## config.mk

```make
export PLATFORM = sky130hd
export DESIGN_NAME = mult_div_unit_flat
export DESIGN_NICKNAME = d
export VERILOG_FILES = /design/src/rtl/mult_div_unit_if.sv /design/src/rtl/mult_div_unit.sv /design/src/flat_wrapper.sv
export SDC_FILE = /design/constraint.sdc
export NUM_CORES = 1
export LEC_CHECK = 0
export CORE_MARGIN = 10
export CORE_UTILIZATION = 59
export CTS_CLUSTER_SIZE = 30
export DETAILED_ROUTE_END_ITERATION = 8
export DONT_BUFFER_PORTS = 1
export PLACE_DENSITY = 0.81
export SYNTH_ARGS = -nofsm -noshare
export SYNTH_HDL_FRONTEND = slang
export SYNTH_SLANG_ARGS = --single-unit
```

## constraint.sdc

```tcl
create_clock -name clk -period 5.8 [get_ports clk]
set_input_delay 0.58 -clock clk [delete_from_list [all_inputs] [get_ports clk]]
set_output_delay 0.58 -clock clk [all_outputs]
set_load 0.05 [all_outputs]
```

## src/rtl/mult_div_unit_if.sv

```systemverilog
// rtl/mult_div_unit_if.sv - request/result bundle between the pipeline and the HI/LO multiply-divide unit
interface mult_div_unit_if;
    logic        Start;
    logic [1:0]  MDOperation;
    logic [31:0] A;
    logic [31:0] B;
    logic        HIWrite;
    logic        LOWrite;
    logic [31:0] WriteData;
    logic [31:0] HI;
    logic [31:0] LO;
    logic        Busy;
    logic        Done;
    logic        DivByZero;

    modport master (
        output Start, MDOperation, A, B, HIWrite, LOWrite, WriteData,
        input  HI, LO, Busy, Done, DivByZero
    );

    modport slave (
        input  Start, MDOperation, A, B, HIWrite, LOWrite, WriteData,
        output HI, LO, Busy, Done, DivByZero
    );
endinterface

```

## src/rtl/mult_div_unit.sv

```systemverilog
// rtl/mult_div_unit.sv - iterative radix-2 multiply/divide unit with HI/LO registers
// One 64-bit work register serves both ops: {partial, multiplier} or {remainder, quotient}.
module mult_div_unit (
    input  logic            clk,
    input  logic            reset,
    mult_div_unit_if.slave  md
);
    typedef enum logic [1:0] {IDLE, RUN, FINISH} state_t;

    localparam logic [1:0] OP_MULT  = 2'b00;
    localparam logic [1:0] OP_MULTU = 2'b01;
    localparam logic [1:0] OP_DIV   = 2'b10;
    localparam logic [1:0] OP_DIVU  = 2'b11;

    state_t      state;
    logic [1:0]  op;
    logic        neg_a;
    logic        neg_b;
    logic [31:0] a_raw;
    logic [31:0] b_mag;
    logic [63:0] work;
    logic [4:0]  count;
    logic [31:0] hi_q;
    logic [31:0] lo_q;
    logic        busy_q;
    logic        done_q;
    logic        dbz_q;

    logic        start_signed;
    logic [31:0] a_abs;
    logic [31:0] b_abs;
    logic [32:0] mul_sum;
    logic [33:0] div_diff;
    logic [63:0] work_next;
    logic [31:0] res_hi;
    logic [31:0] res_lo;
    logic        div_zero;

    assign start_signed = ~md.MDOperation[0];
    assign a_abs = (start_signed && md.A[31]) ? -md.A : md.A;
    assign b_abs = (start_signed && md.B[31]) ? -md.B : md.B;

    always_comb begin
        mul_sum  = {1'b0, work[63:32]} + (work[0] ? {1'b0, b_mag} : 33'd0);
        div_diff = {1'b0, work[63:31]} - {2'b00, b_mag};
        if (!op[1])
            work_next = {mul_sum, work[31:1]};
        else if (div_diff[33])
            work_next = {work[62:0], 1'b0};
        else
            work_next = {div_diff[31:0], work[30:0], 1'b1};
    end

    always_comb begin
        res_hi   = work[63:32];
        res_lo   = work[31:0];
        div_zero = op[1] && (b_mag == 32'd0);
        case (op)
            OP_MULT: if (neg_a ^ neg_b) {res_hi, res_lo} = -work;
            OP_DIV: begin
                if (neg_a ^ neg_b) res_lo = -work[31:0];
                if (neg_a)         res_hi = -work[63:32];
            end
            OP_MULTU, OP_DIVU: ;
            default: ;
        endcase
        // Divide by zero reports the raw dividend, not the sign-stripped one.
        if (div_zero) begin
            res_hi = a_raw;
            res_lo = 32'hFFFF_FFFF;
        end
    end

    always_ff @(posedge clk or posedge reset) begin
        if (reset) begin
            state  <= IDLE;
            op     <= 2'b00;
            neg_a  <= 1'b0;
            neg_b  <= 1'b0;
            a_raw  <= 32'd0;
            b_mag  <= 32'd0;
            work   <= 64'd0;
            count  <= 5'd0;
            hi_q   <= 32'd0;
            lo_q   <= 32'd0;
            busy_q <= 1'b0;
            done_q <= 1'b0;
            dbz_q  <= 1'b0;
        end else begin
            done_q <= 1'b0;
            dbz_q  <= 1'b0;
            case (state)
                IDLE: begin
                    if (md.HIWrite) hi_q <= md.WriteData;
                    if (md.LOWrite) lo_q <= md.WriteData;
                    if (md.Start) begin
                        op     <= md.MDOperation;
                        neg_a  <= start_signed & md.A[31];
                        neg_b  <= start_signed & md.B[31];
                        a_raw  <= md.A;
                        b_mag  <= b_abs;
                        work   <= {32'd0, a_abs};
                        count  <= 5'd0;
                        busy_q <= 1'b1;
                        state  <= RUN;
                    end
                end
                RUN: begin
                    work  <= work_next;
                    count <= count + 5'd1;
                    if (count == 5'd31) state <= FINISH;
                end
                FINISH: begin
                    hi_q   <= res_hi;
                    lo_q   <= res_lo;
                    dbz_q  <= div_zero;
                    done_q <= 1'b1;
                    busy_q <= 1'b0;
                    state  <= IDLE;
                end
                default: state <= IDLE;
            endcase
        end
    end

    assign md.HI        = hi_q;
    assign md.LO        = lo_q;
    assign md.Busy      = busy_q;
    assign md.Done      = done_q;
    assign md.DivByZero = dbz_q;
endmodule

```

## src/flat_wrapper.sv

```systemverilog
// flat-port wrapper written by rule: the top's interface ports become plain ports
module mult_div_unit_flat 
  (clk, reset, md_Start, md_MDOperation, md_A, md_B, md_HIWrite, md_LOWrite, md_WriteData, md_HI, md_LO, md_Busy, md_Done, md_DivByZero);
  mult_div_unit_if md_i ();
  input  logic clk;
  input  logic reset;
  input wire logic [$bits(md_i.Start)-1:0] md_Start;
  input wire logic [$bits(md_i.MDOperation)-1:0] md_MDOperation;
  input wire logic [$bits(md_i.A)-1:0] md_A;
  input wire logic [$bits(md_i.B)-1:0] md_B;
  input wire logic [$bits(md_i.HIWrite)-1:0] md_HIWrite;
  input wire logic [$bits(md_i.LOWrite)-1:0] md_LOWrite;
  input wire logic [$bits(md_i.WriteData)-1:0] md_WriteData;
  output wire logic [$bits(md_i.HI)-1:0] md_HI;
  output wire logic [$bits(md_i.LO)-1:0] md_LO;
  output wire logic [$bits(md_i.Busy)-1:0] md_Busy;
  output wire logic [$bits(md_i.Done)-1:0] md_Done;
  output wire logic [$bits(md_i.DivByZero)-1:0] md_DivByZero;
  assign md_i.Start = md_Start;
  assign md_i.MDOperation = md_MDOperation;
  assign md_i.A = md_A;
  assign md_i.B = md_B;
  assign md_i.HIWrite = md_HIWrite;
  assign md_i.LOWrite = md_LOWrite;
  assign md_i.WriteData = md_WriteData;
  assign md_HI = md_i.HI;
  assign md_LO = md_i.LO;
  assign md_Busy = md_i.Busy;
  assign md_Done = md_i.Done;
  assign md_DivByZero = md_i.DivByZero;
  mult_div_unit u_core (.clk(clk), .reset(reset), .md(md_i));
endmodule
```

# Yosys cells after proc, flatten, opt, wreduce, memory -nomap -nowiden
# Index checks and enable logic that the tools add are counted.
# W data, S select, Z words.
# word_totals
inputBits	103
romBits	0
elab_cells	75
out_inout_bits	67
memories	0
ff_bits	206
latch_bits	0
ramBits	0
# op_classes
n_mux	28
bitwise_logic	4
add_sub_neg	8
n_reduce_logical	14
n_shift	0
n_lt_le_gt_ge	0
multipliers	0
n_div	0
n_eq_ne	8
# ops
cell	count
$mux W32	11
$pmux W32 S2	4
$mux W64	3
$neg A32 Y32	4
$pmux W64 S2	1
$neg A64 Y64	1
$sub A33 B32 Y34	1
$add A32 B33 Y33	1
$logic_not A32 Y1	1
$reduce_and A2 Y1	6
$pmux W5 S2	1
$ne A2 B2 Y1 const B	3
$add A5 B1 Y5 const B	1
$eq A5 B5 Y1 const B	1
$mux W5	1
$eq A2 B2 Y1 const B	2
$logic_not A2 Y1	2
$mux W2	2
$pmux W2 S2	1
$reduce_bool A2 Y1	2
$logic_and A1 B1 Y1	3
$mux W1	3
$and A1 B1 Y1	2
$eq A2 B1 Y1 const B	1
other kinds (4)	4

# Depth between registers and ports, before layout
# depth
ltp_word	5
mapped_depth	15
depth_no_buf	14

# Least setup slack after synthesis
# No wires, ideal clock.
# synth_path
kind	reg-to-reg
startpoint	register u_core.work[0]
endpoint	register u_core.work[61]
synth_period_minus_slack_ns	3.301
path_buffers	1
arrival_ns	3.175
stages_incl_launch_ff	15
t_required_ns	5.674
setup_time_ns	0.126
setup_slack_ns	2.499
cell_sequence	dfrtp_1 clkinv_1 clkbuf_1 nor2_1 ha_1 or4_1 o21ai_1 a311oi_1 a31oi_2 o21ai_1 a21oi_1 o21bai_1 a21oi_1 xnor2_1 a221o_1
# synth_between
elab_chain_len	4
# synth_rtl
item	line	text
start: declaration	mult_div_unit.sv:21	logic [63:0] work;
start signal: assignment	mult_div_unit.sv:102	work <= {32'd0, a_abs};
start signal: assignment	mult_div_unit.sv:109	work <= work_next;
$mux W32	mult_div_unit.sv:44	mul_sum = {1'b0, work[63:32]} + (work[0] ? {1'b0, b_mag} : 33'd0);
$add A32 B33 Y33	mult_div_unit.sv:44	
$mux W64	mult_div_unit.sv:46	if (!op[1])
$pmux W64 S2	mult_div_unit.sv:92	case (state)
# Every way passes these cells.
# A chain may end at the register's enable or synchronous reset.

# Worst setup path in the final report
# Ends and elaborated chain as after synthesis.

==> out/results.tsv <==
metric	value	unit
status	complete, no violations	
cts.sinks	206	
final_nets	2072	
clkPwrFrac	12.6	%
p_leak	7.24	nW
core_area	0.0259	mm^2
required	6220	ps
die_h	182	um
gp_congestion	0.992	
synth_fa_ha_area_share	5.91	%
crit_family	compound AO/OA/AOI/OAI gates	
critPathSlowestCell	a311oi_1	
grt_pass1_vias	14400	
hp-class	in -> async	
cts_resized	0	
wirelength	52800	um
clock_latency	540	ps
swShare	52.9	%
dieArea	0.0331	mm^2
cts.clk_slew.worst_paths	60	ps
ys_seq_elements	206	
antenna_found_initial	0	
synth_flop_cell	dfrtp_1	
async_flop_share	100	%
worst-r2r-setup-slack	1580	ps
antenna_left	0	
via_count	14900	
diodes	0	
post_drt_via_cell_ratio	6.65	
grt_usage	30.3	%
crit_type	reg -> reg	
final_util	63.4	%
postSynthCellCount	1968	
cts_tree	yes	
muxShareOfSynthArea	3.10	%
worst_path_most_repeated_cell	a21oi_1	
yosysSeqAreaShare	33.3	%
dp_hpwl	39500	um
start_util	59.8	%
rows	59	
fin_tns_setup	0	ps
setup_viol	0	
fin_crit	4220	ps
p_seq_share	32.0	%
min_period_over_period	72.7	%
firstDrtPassIters	6	
syn_to_final_growth	6.09	%
rsz0062_at_grt	false	
regToRegEndpoint	u_core.work[61]	
synth-simple-area-share	19.9	%
skew	16.0	ps
finalMaxSlewViolations	0	
crit_path_cell_trace	clkinv_1 > nor2_1 > ha_1 > nor2b_1 > o211ai_1 > a311oi_1 > a31oi_2 > o21ai_1 > a21oi_1 > o21bai_1 > a21oi_1 > xnor2_1 > a221o_1	
power.share.combinational	55.5	%
r2r_cells	13	
grt_pass1_wl	81100	um
placed_area	0.0156	mm^2
start_kind	flip-flop	
crit_buf_inv	1	
cts.path.max_buffers	3	
cts_buffers	24	
die_w	182	um
p_sw	0.00656	W
stdcell_area	0.0164	mm^2
ctsRootBufferMaster	clkbuf_16	
syn_area_per_cell	7.87	um^2
drive_above_1_share	4.65	%
synthDistinctLibCells	79	
timing.fmax	237	MHz
syn-num-nets	2143	
crit_fanout	18	
yosysWarningCount	0	
finalHoldViolCount	0	
cp.depth	13	
slowest_delay	650	ps
post_cts_buffers	0	
slew_headroom	14.8	%
cp_data_arrival_time	4640	ps
synth-edff-count	0	
cts.hold.buffers_added	0	
drt_iter0_markers	1831	
htreeDepth	1	
synth-compound-area-share	23.5	%
drc	0	
port_buffers	0	
vdd_drop_max	0.000476	V
wire_per_inst	23.5	um
synth_top_family_by_area	compound AO/OA/AOI/OAI gates	
crit_start	u_core.work[0]	
synth-xor-area-share	9.73	%
p_int	0.00584	W
whs	71.4	ps
power	0.0124	W
maxCapViolations	0	
grt_overflow	0	
ios	170	
worst_pin_slew	1270	ps
r2r-start	u_core.work[0]	
end_kind	flip-flop	
netlist_area	0.0155	mm^2
power_density	754	mW/mm^2
grt_max_degree	167	
[state kept, by name, indices dropped and copies added (netlist names), 2 cells and up]
register	cells
u_core.md.HI	32
u_core.work	64
u_core.md.LO	32
u_core.state	2
u_core.op	2
u_core.a_raw	32
u_core.count	5
u_core.b_mag	32
[metal layers]
layer / vias to the layer above / share of wire [%] / track usage, %
met3: 203 / 11 / 7.53
met4: 0 / 7.1 / 19.5
met2: 833 / 46 / 49.3
met5: - / 0 / 0
li1: 6826 / - / -
met1: 7076 / 36 / 35.1
[worst max-delay path by stage]
| stage | end | slack (ps) |
|---|---|---|
| after floorplan | u_core.work[61] | 2500 |
| after global placement | u_core.work[61] | 1930 |
| after detailed placement | u_core.work[61] | 1740 |
| after CTS | u_core.work[61] | 1710 |
| after global routing | u_core.work[61] | 1420 |
| final | u_core.work[61] | 1580 |
[worst reg2reg max path: stages, from the launching register on]
cell	delay (ps)
dfrtp_1	480
clkinv_1	550
nor2_1	260
ha_1	210
nor2b_1	200
o211ai_1	160
a311oi_1	650
a31oi_2	300
o21ai_1	400
a21oi_1	190
o21bai_1	170
a21oi_1	90
xnor2_1	130
a221o_1	310
[cell usage in the layout, fill, tap and decap left out, types with 5 or more instances in the layout]
master,count
ha_1,70
a21o_1,22
o21ai_0,126
nor4_1,22
or4_1,12
and3_1,7
nor3_1,31
o41ai_1,11
buf_4,17
a22oi_1,21
clkinv_2,5
inv_1,60
a221o_1,6
nand2b_1,14
xor2_1,76
or3_1,16
nand3_1,30
a31oi_1,20
a41oi_1,5
xnor2_1,96
nor2b_1,10
o31ai_1,12
mux2i_1,48
nor2_1,155
o21ai_1,133
nand4_1,10
o22ai_1,39
clkbuf_16,24
nand2_1,336
a2111oi_0,5
nand3b_1,5
and2_1,10
a211oi_1,13
dfrtp_1,205
o21a_1,8
o21bai_1,7
a21oi_1,126
o211ai_1,14
[synth_stat cells (4+ instances only)]
master | number | area share [%]
o21ai_1 | 133 | 4.3
a2111oi_0 | 5 | 0.28
a221o_1 | 6 | 0.39
o21ai_0 | 126 | 4.1
nand4_1 | 10 | 0.40
nor2_1 | 155 | 3.8
buf_2 | 7 | 0.23
o221ai_1 | 4 | 0.23
a31oi_1 | 20 | 0.81
or4_4 | 4 | 0.29
ha_1 | 70 | 5.7
nor3_1 | 31 | 1.0
dfrtp_1 | 206 | 33
and2_1 | 10 | 0.40
nand3_1 | 30 | 0.97
o21a_1 | 8 | 0.39
o21bai_1 | 9 | 0.44
nand2_1 | 337 | 8.2
inv_1 | 62 | 1.5
and3_1 | 7 | 0.28
xor2_1 | 76 | 4.3
nand3b_1 | 5 | 0.24
nand2b_1 | 14 | 0.57
clkbuf_1 | 97 | 2.4
a41oi_1 | 5 | 0.28
nor4_1 | 23 | 0.93
or3_1 | 16 | 0.65
a21oi_1 | 126 | 4.1
o211ai_1 | 14 | 0.68
o41ai_1 | 11 | 0.62
mux2i_1 | 48 | 3.1
o22ai_1 | 39 | 1.6
a211oi_1 | 13 | 0.63
o31ai_1 | 12 | 0.58
a221oi_1 | 4 | 0.23
or4_1 | 12 | 0.58
xnor2_1 | 96 | 5.4
nor2b_1 | 11 | 0.44
a22oi_1 | 21 | 1.0
a21o_1 | 22 | 1.1
buf_1 | 7 | 0.17
a22o_1 | 4 | 0.23
[cell type report]
type                    instances  area (um^2)
clock inverters                11          148
multi-input cells            1583         9670
flip-flops and latches        206         5160
fillers                      2307         9480
well taps                     335          419
inverters                      64          244
repair buffers                 18          148
clock buffers                  30          643
[cells by family after synthesis]
logic type	count (synthesis)
AOI/OAI and AO/OA	608
xor gates and xnor gates	172
adders and majority gates	72
buffers and inverters	179
DFF	206
muxes	48
and+or+nand+nor	683
[power groups by stage]
stage	logic [W]	registers, W	clock network, W
floorplan	0.00535	0.00346	0
global placement	0.00655	0.00392	0
detailed placement	0.00671	0.00395	0
CTS	0.00676	0.00392	0.00157
global route	0.00755	0.00402	0.00162
finish	0.00688	0.00396	0.00156
[through the flow]
step                      cells  setup WS (ps)
after floorplan            1968           2500
after global placement     2206           1930
after detailed placement   2206           1740
after CTS                  2247           1710
after global routing       2247           1420
final                      2247           1580
(Power assumes the default switching activity.)
